--- src/rtl/clint_if.sv ---
// Peripheral-bus request/response channel between a bus master and the CLINT.
// valid is a one-cycle request pulse; ready answers it exactly one cycle later.
interface clint_if;
    logic        valid;
    logic        instr;
    logic [31:0] addr;
    logic [31:0] wdata;
    logic [3:0]  wstrb;
    logic [31:0] rdata;
    logic        ready;

    modport master (
        output valid, instr, addr, wdata, wstrb,
        input  rdata, ready
    );

    modport slave (
        input  valid, instr, addr, wdata, wstrb,
        output rdata, ready
    );
endinterface

--- src/rtl/clint_multi.sv ---
// Multi-hart core-local interruptor: shared prescaled 64-bit mtime, per-hart mtimecmp and
// msip, registered per-hart timer interrupt outputs, byte-strobe register writes.
module clint_multi #(
    parameter int unsigned NUM_HARTS     = 2,
    parameter int unsigned CLK_DIV       = 50,
    parameter int unsigned MTIMECMP_BASE = 16384,
    parameter int unsigned MTIME_BASE    = 49144
) (
    input  logic                 clk,
    input  logic                 rst,
    clint_if.slave               bus,
    output logic [63:0]          clint_mtime,
    output logic [NUM_HARTS-1:0] clint_msip,
    output logic [NUM_HARTS-1:0] clint_mtip
);
    localparam int unsigned   CW      = (CLK_DIV > 1) ? $clog2(CLK_DIV) : 1;
    localparam logic [CW-1:0] CNT_MAX = CW'(CLK_DIV - 1);

    logic [CW-1:0]        cnt_q, cnt_d;
    logic [63:0]          mtime_q, mtime_d;
    logic [63:0]          mtimecmp_q [NUM_HARTS];
    logic [63:0]          mtimecmp_d [NUM_HARTS];
    logic [NUM_HARTS-1:0] msip_q, msip_d;
    logic [NUM_HARTS-1:0] mtip_q;
    logic                 ready_q;
    logic [31:0]          rdata_q, rdata_d;

    logic        tick;
    logic        wr;
    logic [31:0] waddr;
    logic [31:0] cmp_off;
    logic        msip_hit, cmp_hit, mtime_lo_hit, mtime_hi_hit;

    function automatic logic [31:0] merge(input logic [31:0] old, input logic [31:0] wd,
                                          input logic [3:0] be);
        logic [31:0] res;
        for (int i = 0; i < 4; i++) begin
            res[8*i +: 8] = be[i] ? wd[8*i +: 8] : old[8*i +: 8];
        end
        return res;
    endfunction

    assign tick = (cnt_q == CNT_MAX);
    // Instruction fetches are never allowed to modify state.
    assign wr   = bus.valid && !bus.instr && (bus.wstrb != 4'b0000);

    assign waddr        = bus.addr & 32'hFFFF_FFFC;
    assign cmp_off      = waddr - MTIMECMP_BASE;
    assign msip_hit     = (waddr < 4 * NUM_HARTS);
    assign cmp_hit      = (waddr >= MTIMECMP_BASE) && (cmp_off < 8 * NUM_HARTS);
    assign mtime_lo_hit = (waddr == MTIME_BASE);
    assign mtime_hi_hit = (waddr == MTIME_BASE + 4);

    always_comb begin
        cnt_d      = tick ? '0 : cnt_q + 1'b1;
        mtime_d    = tick ? mtime_q + 64'd1 : mtime_q;
        mtimecmp_d = mtimecmp_q;
        msip_d     = msip_q;
        rdata_d    = '0;

        if (bus.valid) begin
            for (int unsigned h = 0; h < NUM_HARTS; h++) begin
                if (msip_hit && ((waddr >> 2) == h)) begin
                    if (wr) begin
                        if (bus.wstrb[0]) msip_d[h] = bus.wdata[0];
                    end else begin
                        rdata_d = {31'b0, msip_q[h]};
                    end
                end
                if (cmp_hit && ((cmp_off >> 3) == h)) begin
                    if (cmp_off[2]) begin
                        if (wr) mtimecmp_d[h][63:32] =
                            merge(mtimecmp_q[h][63:32], bus.wdata, bus.wstrb);
                        else rdata_d = mtimecmp_q[h][63:32];
                    end else begin
                        if (wr) mtimecmp_d[h][31:0] =
                            merge(mtimecmp_q[h][31:0], bus.wdata, bus.wstrb);
                        else rdata_d = mtimecmp_q[h][31:0];
                    end
                end
            end
            // A software write to mtime replaces this cycle's increment, with no carry.
            if (mtime_lo_hit) begin
                if (wr) mtime_d = {mtime_q[63:32], merge(mtime_q[31:0], bus.wdata, bus.wstrb)};
                else rdata_d = mtime_q[31:0];
            end
            if (mtime_hi_hit) begin
                if (wr) mtime_d = {merge(mtime_q[63:32], bus.wdata, bus.wstrb), mtime_q[31:0]};
                else rdata_d = mtime_q[63:32];
            end
        end
    end

    always_ff @(posedge clk or posedge rst) begin
        if (rst) begin
            cnt_q   <= '0;
            mtime_q <= '0;
            for (int unsigned h = 0; h < NUM_HARTS; h++) begin
                mtimecmp_q[h] <= '1;
            end
            msip_q  <= '0;
            mtip_q  <= '0;
            ready_q <= 1'b0;
            rdata_q <= '0;
        end else begin
            cnt_q   <= cnt_d;
            mtime_q <= mtime_d;
            for (int unsigned h = 0; h < NUM_HARTS; h++) begin
                mtimecmp_q[h] <= mtimecmp_d[h];
                mtip_q[h]     <= (mtime_q >= mtimecmp_q[h]);
            end
            msip_q  <= msip_d;
            ready_q <= bus.valid;
            rdata_q <= rdata_d;
        end
    end

    assign bus.ready   = ready_q;
    assign bus.rdata   = rdata_q;
    assign clint_mtime = mtime_q;
    assign clint_msip  = msip_q;
    assign clint_mtip  = mtip_q;
endmodule
--- src/flat_wrapper.sv ---
// flat-port wrapper written by rule: the top's interface ports become plain ports
module clint_multi_flat 
#(
    parameter int unsigned NUM_HARTS     = 2,
    parameter int unsigned CLK_DIV       = 50,
    parameter int unsigned MTIMECMP_BASE = 16384,
    parameter int unsigned MTIME_BASE    = 49144
)
  (clk, rst, clint_mtime, clint_msip, clint_mtip, bus_valid, bus_instr, bus_addr, bus_wdata, bus_wstrb, bus_rdata, bus_ready);
  clint_if bus_i ();
  input  logic clk;
  input  logic rst;
  output logic [63:0] clint_mtime;
  output logic [NUM_HARTS-1:0] clint_msip;
  output logic [NUM_HARTS-1:0] clint_mtip;
  input wire logic [$bits(bus_i.valid)-1:0] bus_valid;
  input wire logic [$bits(bus_i.instr)-1:0] bus_instr;
  input wire logic [$bits(bus_i.addr)-1:0] bus_addr;
  input wire logic [$bits(bus_i.wdata)-1:0] bus_wdata;
  input wire logic [$bits(bus_i.wstrb)-1:0] bus_wstrb;
  output wire logic [$bits(bus_i.rdata)-1:0] bus_rdata;
  output wire logic [$bits(bus_i.ready)-1:0] bus_ready;
  assign bus_i.valid = bus_valid;
  assign bus_i.instr = bus_instr;
  assign bus_i.addr = bus_addr;
  assign bus_i.wdata = bus_wdata;
  assign bus_i.wstrb = bus_wstrb;
  assign bus_rdata = bus_i.rdata;
  assign bus_ready = bus_i.ready;
  clint_multi #(.NUM_HARTS(NUM_HARTS), .CLK_DIV(CLK_DIV), .MTIMECMP_BASE(MTIMECMP_BASE), .MTIME_BASE(MTIME_BASE)) u_core (.clk(clk), .rst(rst), .bus(bus_i), .clint_mtime(clint_mtime), .clint_msip(clint_msip), .clint_mtip(clint_mtip));
endmodule
--- config.mk ---
export PLATFORM = sky130hd
export DESIGN_NAME = clint_multi_flat
export DESIGN_NICKNAME = d
export VERILOG_FILES = /design/src/rtl/clint_if.sv /design/src/rtl/clint_multi.sv /design/src/flat_wrapper.sv
export SDC_FILE = /design/constraint.sdc
export NUM_CORES = 1
export LEC_CHECK = 0
export BUFFER_PORTS_ARGS = -buffer_cell sky130_fd_sc_hd__buf_2
export CAP_MARGIN = 15
export CORE_ASPECT_RATIO = 0.5
export CORE_MARGIN = 8
export CORE_UTILIZATION = 54
export CTS_CLUSTER_SIZE = 14
export DETAILED_ROUTE_END_ITERATION = 7
export PLACE_DENSITY = 0.77
export SYNTH_ARGS = -nofsm -noshare
export SYNTH_HDL_FRONTEND = slang
export SYNTH_SLANG_ARGS = --single-unit
--- constraint.sdc ---
create_clock -name clk -period 6.9 [get_ports clk]
set_input_delay 0.345 -clock clk [delete_from_list [all_inputs] [get_ports clk]]
set_output_delay 0.345 -clock clk [all_outputs]
set_load 0.1 [all_outputs]
Word level (Yosys, flattened, before mapping)
Cells that the tools add are included.
{"block": "word_totals", "out_inout_bits": 101, "register_bits": 235, "elab_cells": 108}
{"block": "classes", "mux": 33, "eq_ne": 10, "n_reduce_logical": 29, "n_addsub": 3, "n_lt_le_gt_ge": 5, "bitwise": 1}
{"op": "$mux 32", "count": 17}
{"op": "$mux 64", "count": 6}
{"op": "$ge 64x64->1", "count": 2}
{"op": "$reduce_and 5->1", "count": 16}
{"op": "$add 64x1->64 const B", "count": 1}
{"op": "$logic_not 32->1", "count": 2}
{"op": "$mux 8", "count": 8}
{"op": "$eq 30x14->1 const B", "count": 2}
{"op": "$ge 32x15->1 const B", "count": 1}
{"op": "$lt 32x4->1 const B", "count": 1}
{"op": "$lt 32x5->1 const B", "count": 1}
{"op": "$sub 32x15->32 const B", "count": 1}
{"op": "$eq 30x1->1 const B", "count": 1}
{"op": "$eq 29x1->1 const B", "count": 1}
{"op": "$ne 4x4->1 const B", "count": 4}
{"op": "$reduce_and 4->1", "count": 2}
{"op": "$logic_and 1x1->1", "count": 7}
{"op": "$add 6x1->6 const B", "count": 1}
{"op": "$eq 6x6->1 const B", "count": 1}
{"op": "$mux 6", "count": 1}
{"op": "$reduce_bool 4->1", "count": 1}
{"op": "$ne 3x3->1 const B", "count": 1}
{"op": "$logic_not 1->1", "count": 1}
{"op": "$mux 1", "count": 1}
{"op": "$not 1->1", "count": 1}

Longest topological paths before layout
{"block": "logic_depth", "word_depth": 19, "ltp_mapped": 12}

Least setup slack after synthesis
Ideal clock, no wire load.
{"block": "synth_timing", "path_kind": "reg-to-reg", "startpoint": "register u_core.mtime_q[8] (netlist: u_core.clint_mtime[8])", "endpoint": "register u_core.mtime_q[58] (netlist: u_core.clint_mtime[58])", "setup_ns": 0.095, "t_required_ns": 6.805, "t_arrival_ns": 3.439, "slack_ns": 3.367, "period_less_slack_ns": 3.533, "path_stages_with_launch": 9, "cell_sequence": "dfrtp_1 nand4_1 nor4_1 nand4_1 nor3_1 nand4_1 nor4_1 nor3_1 a211oi_1"}
{"block": "synth_between", "elab_chain_len": 7}
{"element": "start, declared", "line": "clint_multi.sv:20", "rtl": "logic [63:0] mtime_q, mtime_d;"}
{"element": "start signal, assigned", "line": "clint_multi.sv:107", "rtl": "mtime_q <= mtime_d;"}
{"element": "$add 64x1->64 (*)", "line": "clint_multi.sv:56", "rtl": "mtime_d = tick ? mtime_q + 64'd1 : mtime_q;"}
{"element": "$mux 64 (*)", "line": "clint_multi.sv:56"}
{"element": "$mux 64", "line": "clint_multi.sv:84", "rtl": "if (wr) mtime_d = {mtime_q[63:32], merge(mtime_q[31:0], bus.wdata, bus.wstrb)};"}
{"element": "$mux 64", "line": "clint_multi.sv:83", "rtl": "if (mtime_lo_hit) begin"}
{"element": "$mux 64", "line": "clint_multi.sv:88", "rtl": "if (wr) mtime_d = {merge(mtime_q[63:32], bus.wdata, bus.wstrb), mtime_q[31:0]};"}
{"element": "$mux 64", "line": "clint_multi.sv:87", "rtl": "if (mtime_hi_hit) begin"}
{"element": "$mux 64 (*)", "line": "clint_multi.sv:61", "rtl": "if (bus.valid) begin"}
Mark *: on every way between the ends. The rest lies on a longest branch, timed or not. The select of a mux whose other input is x is not followed.
A chain may end at the register's enable or synchronous reset.

Final worst setup path
{"block": "layout_timing", "startpoint": "register u_core.mtime_q[6] (netlist: u_core.clint_mtime[6])", "endpoint": "register u_core.mtime_q[58] (netlist: u_core.clint_mtime[58])"}
The elaborated chain is that of the path after synthesis.

==> summary.txt <==
Final layout
  • Commonest non-fill, non-tap cells in the layout: nand2_1 (169), buf_2 (169), mux2_2 (148), inv_1 (143), ha_1 (134)
  • Finished Cell Area: 0.01799 mm^2
  • NumNets Final: 2102
  • Share of layout cells above drive strength 1: 27.42%
  • Syn-to-layout area delta: 11.98%
  • Post-route non-filler standard cell count: 2304

Yosys
  • Post-synthesis sequential area ratio: 37.61%
  • Post-Syn Area: 0.01606 mm^2
  • Mapped Nets: 1961
  • Cells after Synth: 1755
  • Combinational family with the most area after synthesis: simple AND/OR/NAND/NOR gates
  • Ys flop type: dfstp_2
  • Synth unique cells: 77
  • Post-Synth XOR/XNOR Area: 0.4907%
  • Compound-Gate Fraction of Synth Area: 16.10%
  • Mux contribution to synthesized area: 12.70%
  • Post-synth EDFFs: 0
  • #FFs+latches synth: 235
  • Synth warn: 0
  • Syn avg cell area: 9.153 um^2
  • Post-Synth Adder-Cell Area: 10.44%
  • Ys async rst share: 100.0%
  • Fraction of the mapped netlist area in simple logic gates: 17.46%

Timing
  • Slew at the pin closest to its max-slew limit: 1108 ps
  • Final Hold Viols: 0
  • Max Freq: 0.2376 GHz
  • Final setup viols: 0
  • Relative slew margins: 25.88%
  • Period minus WS final: 4208 ps
  • TNS Setup: 0 ps
  • Tcrit/Tclk final: 60.99%
  • Fin worst setup slack: 2692 ps
  • Final Max Slew Viols: 0
  • Max Clock Skew: 18.51 ps
  • Unrepaired setup endpoints after global routing: false

Global route
  • Initial antenna violation count: 3
  • Total grt overflow: 0
  • First-pass GRT wire length: 81220 um
  • Number of global-route vias before repair: 13890
  • Total track usage: 28.83%
  • Largest net degree at the start of global routing: 101

Worst setup path
  • Worst endpoint required time: 7350 ps
  • Crit path arrival time: 4660 ps
  • Worst setup EP type: register
  • Worst reg-to-reg path cell count: 8
  • Worst reg-to-reg setup slack: 2690 ps
  • CP most frequent cell: nand4_1
  • Type of origin of the critical path: register
  • Setup CP Type: register to register
  • Worst Setup SP: u_core.clint_mtime[6]
  • Slowest CP cell: nor4_1
  • Critical Path Sink: u_core.clint_mtime[58]
  • Slowest stage delay, CP: 750 ps
  • CP Cell Sequence: nand4_1 > nor4_1 > nand4_1 > nor3_1 > nand4_1 > nor4_1 > nor3_1 > a211oi_1
  • Reg2reg end: u_core.clint_mtime[58]
  • Critical path peak fanout: 14
  • Reg2Reg Launch Point: u_core.clint_mtime[6]

Placed design
  • Pre-CTS setup slack: 2709 ps
  • Placer congestion estimate: 0.9479
  • Port Buffers: 170
  • Dpl cell area: 0.01728 mm^2
  • # placed instances: 2261
  • DP HPWL: 38020 um

Min path
  • Min-Delay Path Depth: 1
  • Hold Crit Class: input port to register

Drt
  • Drt drc: 0
  • Routed length per instance: 23.03 um
  • DR vias/cell: 6.420
  • Drt total wl: 53070 um
  • Top Metal Used: met5
  • DRT Pass-1 Iters: 5
  • Detailed-route via count: 14790
  • Initial DRC count: 1827
  • Met3 Wirelength: 6317 um
  • WL met2: 22980 um
  • M1 WL: 21690 um
  • Routed Antenna Nets: 0

Status
  • Outcome: finished, final reports clean

Pwr
  • Combinational share of power: 5.9%
  • Flop pwr share: 49.7%
  • Sw frac: 24.80%
  • NetSw: 0.0006898 W
  • Clk network pwr share: 44.4%
  • Int Pwr: 0.002092 W
  • Leakage power: 7.565 nW
  • Peak supply drop: 0.1474 mV
  • PwrDens: 154.6 mW/mm^2

Job
  • Max-cap violation count: 0

Clock tree
  • Htree depth: 1
  • Skew-Pair Late Insertion Delay: 540 ps
  • Clock Sinks: 235
  • CTS tree: done
  • CTS clk-pin slew, worst paths: 60 ps
  • Post_cts resized: 0
  • TritonCTS buffer count: 23
  • Root Driver: clkbuf_16
  • Max clock buf depth: 3

Floorplan
  • Die area: 0.03586 mm^2
  • Initial core utilization: 55.16%
  • FP Rows: 44
  • Num ports: 173
  • Core Area: 0.02912 mm^2
  • Chip width: 259.9 um
  • Die Y: 138.0 um
## worst min-delay path by stage
stage,startpoint,endpoint
after floorplan,bus_valid,u_core.bus.ready
after global placement,u_core.cnt_q[5],u_core.cnt_q[5]
after detailed placement,u_core.cnt_q[5],u_core.cnt_q[5]
after CTS,bus_valid,u_core.bus.ready
after global routing,bus_valid,u_core.bus.ready
final,bus_valid,u_core.bus.ready
## metal layers
layer / up-vias / GRT usage, %
li1: 6699 / -
met1: 7108 / 39.55
met2: 831 / 43.81
met3: 149 / 6.975
met4: 4 / 11.23
met5: - / 0
## synth_stat cells (6+ instances only)
library cell	n	area [um^2]
a31oi_1	8	50.05
a221oi_1	12	105.1
nand2_1	169	634.4
and3_1	15	93.84
or4_1	10	75.07
o21ai_0	122	610.6
nor2_4	6	67.56
or3_1	9	56.30
a222oi_1	15	150.1
a21o_1	35	262.8
mux2_2	148	1667
nand3_1	53	265.3
mux2i_1	35	350.3
dfstp_2	128	3363
nor4_1	23	143.9
nor2_1	131	491.7
nor2b_1	9	56.30
dfrtp_1	107	2678
inv_1	144	540.5
nor2_2	6	37.54
o22ai_1	10	62.56
and2_1	7	43.79
nand4_1	47	294.0
nor3_1	48	240.2
a32oi_1	6	52.55
o21a_1	9	67.56
clkbuf_1	60	225.2
a21oi_1	108	540.5
ha_1	134	1677
o211ai_1	13	97.59
a211oi_1	21	157.7
## flip-flops by register name, indices dropped and copies added, names as in the netlist
register and cells:
u_core.bus.rdata 32, u_core.bus.ready 1, u_core.clint_msip 2, u_core.clint_mtime 64, u_core.clint_mtip 2, u_core.cnt_q 6, u_core.mtimecmp_q 128
## stage by stage
step	power, W	hold slack (ps)	utilization [%]
floorplan	0.001487	376.4	-
detailed placement	0.001564	490.9	59.33
global placement	0.001562	476.8	59.33
finish	0.002782	143.4	61.76
global route	0.002852	126.0	61.75
CTS	0.002782	119.5	61.75
## critical path: cells and delay by family, from the launching register on
kind | cells | cell delay (ps)
simple gates | 7 | 3240
flops | 1 | 660
compound gates | 1 | 220
## final cells by class
cell class	instances	area (um^2)
Inverter	145	551.8
Tap cell	391	489.2
Sequential cell	235	6041
Antenna cell	2	5.005
Timing Repair Buffer	187	983.4
Clock buffer	38	681.9
Multi-Input combinational cell	1304	9223
Fill cell	2454	11140
Clock inverter	2	12.51
## cells by family after synthesis
family                   count (synthesis)
multiplexers                           184
flip-flops                             235
adder cells (fa/ha/maj)                134
XOR/XNOR                                 9
AND/OR/NAND/NOR                        570
buffers and inverters                  216
AO/OA/AOI/OAI                          407
## power groups by stage
stage	registers (W)	clock network, W	logic [W]
after floorplan	0.00141	0	0.0000774
after global placement	0.00140	0	0.000157
after detailed placement	0.00140	0	0.000160
after CTS	0.00138	0.00124	0.000160
after global routing	0.00138	0.00129	0.000175
final	0.00138	0.00124	0.000164
## what timing repair did
action                                  4_1_cts  5_1_grt
buffers inserted                              0        0
endpoints found under the setup margin        0        0
hold buffers                                  1        0
endpoints found under the hold margin        34        0
Power figures use the tool's default switching activity.
